**config.mk**
```make
export PLATFORM = sky130hd
export DESIGN_NAME = ddr_rx_deser
export DESIGN_NICKNAME = d
export VERILOG_FILES = /design/src/rtl/ddr_rx_deser.sv
export SDC_FILE = /design/constraint.sdc
export NUM_CORES = 1
export LEC_CHECK = 0
export ABC_AREA = 1
export CORE_MARGIN = 5
export CORE_UTILIZATION = 41
export DETAILED_ROUTE_END_ITERATION = 7
export PLACE_DENSITY = 0.69
export SYNTH_ARGS = -nofsm -noshare
export SYNTH_HDL_FRONTEND = slang
export SYNTH_SLANG_ARGS = --single-unit
```
**constraint.sdc**
```tcl
create_clock -name clk -period 1.75 [get_ports clk]
set_input_delay 0.175 -clock clk [delete_from_list [all_inputs] [get_ports clk]]
set_output_delay 0.175 -clock clk [all_outputs]
set_load 0.05 [all_outputs]
```
**src/rtl/ddr_rx_deser.sv**
```systemverilog
// DDR receive deserializer: pairs of IO-cell samples feed a shift register, a
// SYNC word sets the bit alignment, and aligned words drain through a 2-deep FIFO.
//
// state    | meaning
// S_HUNT   | searching every candidate offset for SYNC, nothing is emitted
// S_LOCKED | alignment fixed, one word pushed every WORD_W/2 cycles
module ddr_rx_deser #(
   parameter int                WORD_W = 8,
   parameter logic [WORD_W-1:0] SYNC   = 8'hA5
) (
   input  logic                      clk,
   input  logic                      rst_n,
   input  logic                      din0,
   input  logic                      din1,
   input  logic                      en,
   input  logic                      resync,
   output logic [WORD_W-1:0]         out_data,
   output logic                      out_valid,
   input  logic                      out_ready,
   output logic                      locked,
   output logic [$clog2(WORD_W)-1:0] align_ofs,
   output logic                      overflow
);

   localparam int SR_W  = 2 * WORD_W;
   localparam int OFS_W = $clog2(WORD_W);
   localparam int PH_W  = $clog2(WORD_W / 2);
   localparam logic [PH_W-1:0] PH_LAST = PH_W'(WORD_W / 2 - 1);

   typedef enum logic {
      S_HUNT   = 1'b0,
      S_LOCKED = 1'b1
   } state_t;

   state_t             r_state;
   state_t             w_state_nxt;
   logic [SR_W-1:0]    r_sr;
   logic [SR_W-1:0]    w_sr_nxt;
   logic [PH_W-1:0]    r_phase;
   logic [OFS_W-1:0]   r_ofs;
   logic [OFS_W-1:0]   w_match_ofs;
   logic               w_match;
   logic               w_flush;
   logic               w_push;
   logic               w_pop;
   logic               w_acc;
   logic [WORD_W-1:0]  w_word;
   logic [WORD_W-1:0]  r_q0;
   logic [WORD_W-1:0]  r_q1;
   logic [1:0]         r_cnt;
   logic               r_ovf;

   // Matching and word capture both look at the register value after this edge's shift.
   always_comb begin
      w_sr_nxt    = en ? {r_sr[SR_W-3:0], din0, din1} : r_sr;
      w_match     = 1'b0;
      w_match_ofs = '0;
      for (int k = WORD_W - 1; k >= 0; k--) begin
         if (w_sr_nxt[k +: WORD_W] == SYNC) begin
            w_match     = 1'b1;
            w_match_ofs = OFS_W'(k);
         end
      end
      w_word = w_sr_nxt[r_ofs +: WORD_W];
   end

   always_comb begin
      w_flush     = !en || resync;
      w_state_nxt = r_state;
      w_push      = 1'b0;
      case (r_state)
         S_HUNT: begin
            if (w_match) w_state_nxt = S_LOCKED;
         end
         S_LOCKED: begin
            if (r_phase == PH_LAST) w_push = 1'b1;
         end
         default: w_state_nxt = S_HUNT;
      endcase
      if (w_flush) begin
         w_state_nxt = S_HUNT;
         w_push      = 1'b0;
      end
   end

   always_ff @(posedge clk) begin
      if (!rst_n) r_state <= S_HUNT;
      else        r_state <= w_state_nxt;
   end

   always_ff @(posedge clk) begin
      if (!rst_n) begin
         r_sr    <= '0;
         r_phase <= '0;
         r_ofs   <= '0;
      end else begin
         r_sr <= w_sr_nxt;
         if (w_flush) begin
            r_phase <= '0;
         end else if (r_state == S_HUNT) begin
            r_phase <= '0;
            if (w_match) r_ofs <= w_match_ofs;
         end else begin
            r_phase <= (r_phase == PH_LAST) ? '0 : r_phase + 1'b1;
         end
      end
   end

   assign w_pop = (r_cnt != 2'd0) && out_ready;
   assign w_acc = w_push && ((r_cnt != 2'd2) || w_pop);

   // r_q0 is always the head, so out_data cannot move while the consumer stalls.
   always_ff @(posedge clk) begin
      if (!rst_n) begin
         r_q0  <= '0;
         r_q1  <= '0;
         r_cnt <= '0;
         r_ovf <= 1'b0;
      end else if (w_flush) begin
         r_cnt <= '0;
         r_ovf <= 1'b0;
      end else if (w_pop) begin
         if (w_acc) begin
            if (r_cnt == 2'd1) begin
               r_q0 <= w_word;
            end else begin
               r_q0 <= r_q1;
               r_q1 <= w_word;
            end
         end else begin
            r_q0  <= r_q1;
            r_cnt <= r_cnt - 2'd1;
         end
      end else if (w_acc) begin
         if (r_cnt == 2'd0) r_q0 <= w_word;
         else               r_q1 <= w_word;
         r_cnt <= r_cnt + 2'd1;
      end else if (w_push) begin
         r_ovf <= 1'b1;
      end
   end

   assign out_data  = r_q0;
   assign out_valid = (r_cnt != 2'd0);
   assign locked    = (r_state == S_LOCKED);
   assign align_ofs = r_ofs;
   assign overflow  = r_ovf;

endmodule

```
### Word level (Yosys, flattened, before mapping)

Cells that the tools add are included.
Widths: inputs -> output; s select.

* register bits after elaboration: 41
* word-level logic and storage cells: 82
* input bits: 7
* output and inout bits: 14

* eq/ne operators: 14
* reduce and logical (&&, ||, !) cells: 16
* add/sub/neg operators: 3
* bitwise operators: 5
* multiplexer cells: 35
* shifts and indexed selects: 1

Operators with widths (number)
* $mux 8: 10
* $eq 8x8->1 const B: 8
* $mux 3: 8
* $mux 16: 1
* $shiftx 16x4->8: 1
* $mux 1: 13
* $reduce_and 3->1: 3
* $ne 2x2->1 const B: 4
* $mux 2: 3
* $reduce_bool 2->1: 3
* $not 1->1: 5
* $add 2x1->2 const B: 2
* $reduce_and 4->1: 1
* $reduce_or 4->1: 1
* $eq 2x1->1 const B: 1
* $eq 2x2->1 const B: 1
* $logic_and 1x1->1: 2
* $logic_not 2->1: 1
* $logic_or 1x1->1: 2
* $reduce_and 2->1: 1
* $reduce_or 2->1: 1
* $sub 2x1->2 const B: 1
* $logic_not 1->1: 1

### Depth between registers and ports, before layout

* depth after elaboration: 12
* mapped depth: 14
* gate-level depth less buffers: 14

### Worst setup path after synthesis

No wires, ideal clock.

* path type: reg2reg
* from: register r_ofs[0], in the netlist align_ofs[0]
* to: register r_q0[3], in the netlist out_data[3]
* clock period less this slack: 1.749 ns
* data required time: 1.680 ns
* cell stages (with the launch flop): 8
* buffers on the path: 1
* arrival time: 1.679 ns
* library setup time: 0.070 ns
* slack: 0.001 ns
* path through: dfxtp_1 -> inv_1 -> clkbuf_1 -> o21ai_0 -> nand2_1 -> o211ai_1 -> o211ai_1 -> a21oi_1

* longest elaborated chain between the ends: 4
* elaborated cells between the ends (all ways): 6
* classes of those cells: 1 x shift; 5 x mux

RTL lines
* start, declared: line 40 `logic [OFS_W-1:0] r_ofs;`
* start signal, assigned: line 102 `if (w_match) r_ofs <= w_match_ofs;`
* $shiftx 16x4->8 (*): line 64 `w_word = w_sr_nxt[r_ofs +: WORD_W];`
* $mux 8, on equally long branches: line 135, 124
* $mux 8, on equally long branches: line 134, 123
* $mux 8 (*): line 122 `end else if (w_pop) begin`
* end signal, assigned: line 125 `r_q0 <= w_word;`
* end signal, assigned: line 127 `r_q0 <= r_q1;`
* end signal, assigned: line 135 `if (r_cnt == 2'd0) r_q0 <= w_word;`
* end, declared: line 48 `logic [WORD_W-1:0] r_q0;`

Every way passes the cells marked *; elsewhere a longest branch is shown, timed or not. The select of a mux whose other input is x is not followed.
A chain may end at the register's enable or synchronous reset.

### Worst setup path after layout

* from: register r_cnt[1]
* to: register r_q1[2]

* longest elaborated chain between the ends: 5
* elaborated cells between the ends (all ways): 11
* classes of those cells: 4 x eq/ne; 1 x mux; 6 x reduce/logical

RTL lines
* start, declared: line 50 `logic [1:0] r_cnt;`
* start signal, assigned: line 132 `r_cnt <= r_cnt - 2'd1;`
* start signal, assigned: line 137 `r_cnt <= r_cnt + 2'd1;`
* $reduce_bool 2->1: line 109 `assign w_pop = (r_cnt != 2'd0) && out_ready;`
* $logic_and 1x1->1: line 109
* $logic_or 1x1->1: line 110 `assign w_acc = w_push && ((r_cnt != 2'd2) || w_pop);`
* $logic_and 1x1->1: line 110
* $reduce_and 4->1 (no source line)
* end signal, assigned: line 128 `r_q1 <= w_word;`
* end signal, assigned: line 136 `else r_q1 <= w_word;`
* end, declared: line 49 `logic [WORD_W-1:0] r_q1;`

Parallel ways exist; a longest one is shown, timed or not.

==> run summary <==
WL final = 6.15 mm
grt ovf = 0
Max Slew Vio Count = 0
syn nets = 383
Max Cap Violations = 0
CP max stage delay = 0.34 ns
register area share after synthesis = 34.3%
number of routed nets with antenna violations = 0
root buf cell = clkbuf_8
worst flop-to-flop path startpoint = r_cnt[1]$_SDFFE_PP0P_
crit share post-route = 99.8%
number of top-level pins = 21
Reg power frac = 46.6%
Worst Tran Pin Value = 0.505 ns
initial antenna violation count = 0
iteration count of the initial detailed-routing pass = 4
Max-slew headroom = 66.3%
H-Tree Depth = 2
area leader, netlist = dfxtp_1
Distinct cells, synth = 29
Synth top area share = 34.3%
global routing usage on met3 = 3.40%
placed standard-cell area = 2880 µm²
via count = 2438
count leader, synth = nand2_1
CP max-delay cell = dfxtp_2
placed wire-length estimate = 4.38 mm
clock-pin slew on the worst setup and hold paths = 0.10 ns
post-layout util = 57.1%
All-Layer GR Usage = 16.5%
Hold Fails Final Rpt = 0
CP max FO = 8
Crit Path Class = reg2reg
outcome = completed
Leak = 1.42 nW
Place WS = -0.330 ns
Synth warnings = 0
Max Root-Sink Buffers = 2
HP Class = reg2reg
number of fill cells in the layout = 502
GR Util met1 = 21.1%
Critical Path AT = 1.99 ns
wire length per cell = 12.2 µm
CTS buffer count = 5
die area = 7300 µm²
crit path cell chain = inv_2 > ha_4 > nor2_4 > inv_2 > nand2_2 > nand2_4 > buf_6 > a211oi_4 > buf_12 > o21ai_0 > a21oi_1
die width = 85.4 µm
FMAX = 573 MHz
crit end category = flop
DRC = 0
nets = 443
n_diodes = 0
power per cell area = 641 nW/µm²
GRT busiest layer = met2
RSZ-0062 raised after global routing = true
vias in the first global route = 2260
gp weighted congestion = 0.891
post-route setup slack = 0.00360 ns
Clock Power Share = 39.7%
top_reg_cell synth = dfxtp_1
fin area = 3140 µm²
cells after synthesis = 371
Critical Path Source = r_cnt[1]$_SDFFE_PP0P_
clock skew = 0.0160 ns
FFs w/ async S/R, synth = 0%
IO buf count = 20
synthesized cell area = 2330 µm²
Die H = 85.4 µm
fraction of layout cells with a size suffix above 1 = 19.9%
core box area = 5510 µm²
Clock Sinks = 40
TritonCTS clock tree = done
Crit path top cell by count = inv_2
switch share = 26.7%
WP data required = 1.99 ns
area grow syn2layout = 34.8%
Rows = 27
part of the power in combinational logic = 13.7%
Clock Latency Late Sink = 0.31 ns
Setup TNS = 0 ns
Yosys reg bits = 40
Final min period = 1.75 ns
critical path launch point type = flop
reg-to-reg slack, setup = 0.004 ns
largest net degree at the start of global routing = 30
largest cells by area after synthesis = dfxtp_1, nand2_1, o21ai_0
GR Layer Usage met2 = 27.9%
Post-synth top cells = nand2_1, o21ai_0, dfxtp_1
worst setup path end = r_q1[2]$_SDFFE_PN0P_
first-pass GRT wire length = 9.94 mm
1st-iter DRT viols = 159
Seq. cell area = 806 µm²
Starting Density = 42.4%
area of the multi-input gates = 1390 µm²
R2R cell count = 11
vias per cell = 4.84
Pint = 1.48 mW
Post-synth EDFFs = 0
# setup viols final = 0
worst reg2reg path endpoint = r_q1[2]$_SDFFE_PN0P_
Syn Area/Cell = 6.29 µm²
Sw Pwr = 0.539 mW
VDD IR max = 377 µV
hold buffer count at cts = 0
## cells by family (layout without fill, tap and decap cells)
family | count (synthesis) | count (layout) | synth area share, %
xor+xnor | 2 | 2 | 0.751
mux | 1 | 1 | 0.429
compound gates | 85 | 85 | 20.3
flops | 40 | 40 | 34.3
fa+ha+maj | 5 | 5 | 2.68
simple gates | 187 | 188 | 32.4
buf+inv | 51 | 111 | 9.12
## worst min-delay path by stage
stage,start,endpoint,slack [ns],cells after the start
global route,r_phase[0]$_SDFF_PP0_,r_phase[0]$_SDFF_PP0_,0.48,1
detailed placement,overflow$_SDFFE_PP0P_,overflow$_SDFFE_PP0P_,0.44,2
global placement,r_phase[0]$_SDFF_PP0_,r_phase[0]$_SDFF_PP0_,0.41,1
floorplan,rst_n,r_sr[13]$_SDFF_PN0_,0.37,2
finish,r_phase[0]$_SDFF_PP0_,r_phase[0]$_SDFF_PP0_,0.46,1
CTS,overflow$_SDFFE_PP0P_,overflow$_SDFFE_PP0P_,0.46,2
## area by class of cell
type / instances / share of cell area, %
multi-input cells: 281 / 44.3
flip-flops and latches: 40 / 25.6
repair buffers: 65 / 18.8
inverters: 38 / 4.70
well taps: 72 / 2.87
clock buffers: 5 / 2.19
clock inverters: 3 / 1.51
## metal layers
metal | routed length, µm | share of wire, %
met1 | 2910 | 47
met2 | 2920 | 47
met3 | 250 | 4.1
met4 | 72 | 1.2
met5 | 0 | 0
## power groups by stage
stage,combinational (mW),sequential (mW),clock (mW)
2_1_floorplan,0.160,0.957,0
3_3_place_gp,0.268,0.960,0
3_5_place_dp,0.270,0.960,0
4_1_cts,0.272,0.938,0.818
5_1_grt,0.314,0.941,0.843
6_report,0.277,0.939,0.801
## critical path: cells and delay by family, from the launching register on
family          cells  cell delay, ns
buf+inv             4            0.39
simple gates        3            0.25
flops               1            0.34
compound gates      3            0.54
fa+ha+maj           1            0.17
## cell usage in the layout (no fill, tap or decap), drive strengths merged
cell type      synthesis  final
nand2                136    136
buf                    5     49
o21ai                 45     45
dfxtp                 40     40
inv                   37     37
nor2                  33     33
a21oi                 29     29
clkdlybuf4s50          0     14
nand3                 13     14
o211ai                 9      9
clkbuf                 8      6
ha                     5      5
clkinv                 1      3
nor4                   2      2
xnor2                  2      2
or2                    2      2
mux2i                  1      1
a211oi                 1      1
and2                   1      1
o21bai                 1      1
bufinv                 0      1
clkdlybuf4s15          0      1
## flip-flops by register name (all words and copies together) (netlist names)
| name | flops |
|---|---|
| r_sr | 15 |
| out_data | 8 |
| r_q1 | 8 |
| align_ofs | 3 |
| r_cnt | 2 |
| r_phase | 2 |
| locked | 1 |
| overflow | 1 |
## per-stage QoR
stage	std cells	hold slack (ns)	total power [mW]
floorplan	371	0.370	1.12
global placement	490	0.414	1.23
detailed placement	490	0.443	1.23
CTS	498	0.458	2.03
global route	504	0.485	2.10
finish	504	0.458	2.02
## timing repair
item,CTS,global route
buffers inserted,0,4
endpoints found under the setup margin,7,18
gates cloned,0,2
gates resized for setup,3,28
pin swaps,0,8
No activity file was read; power rests on OpenSTA's default activity.
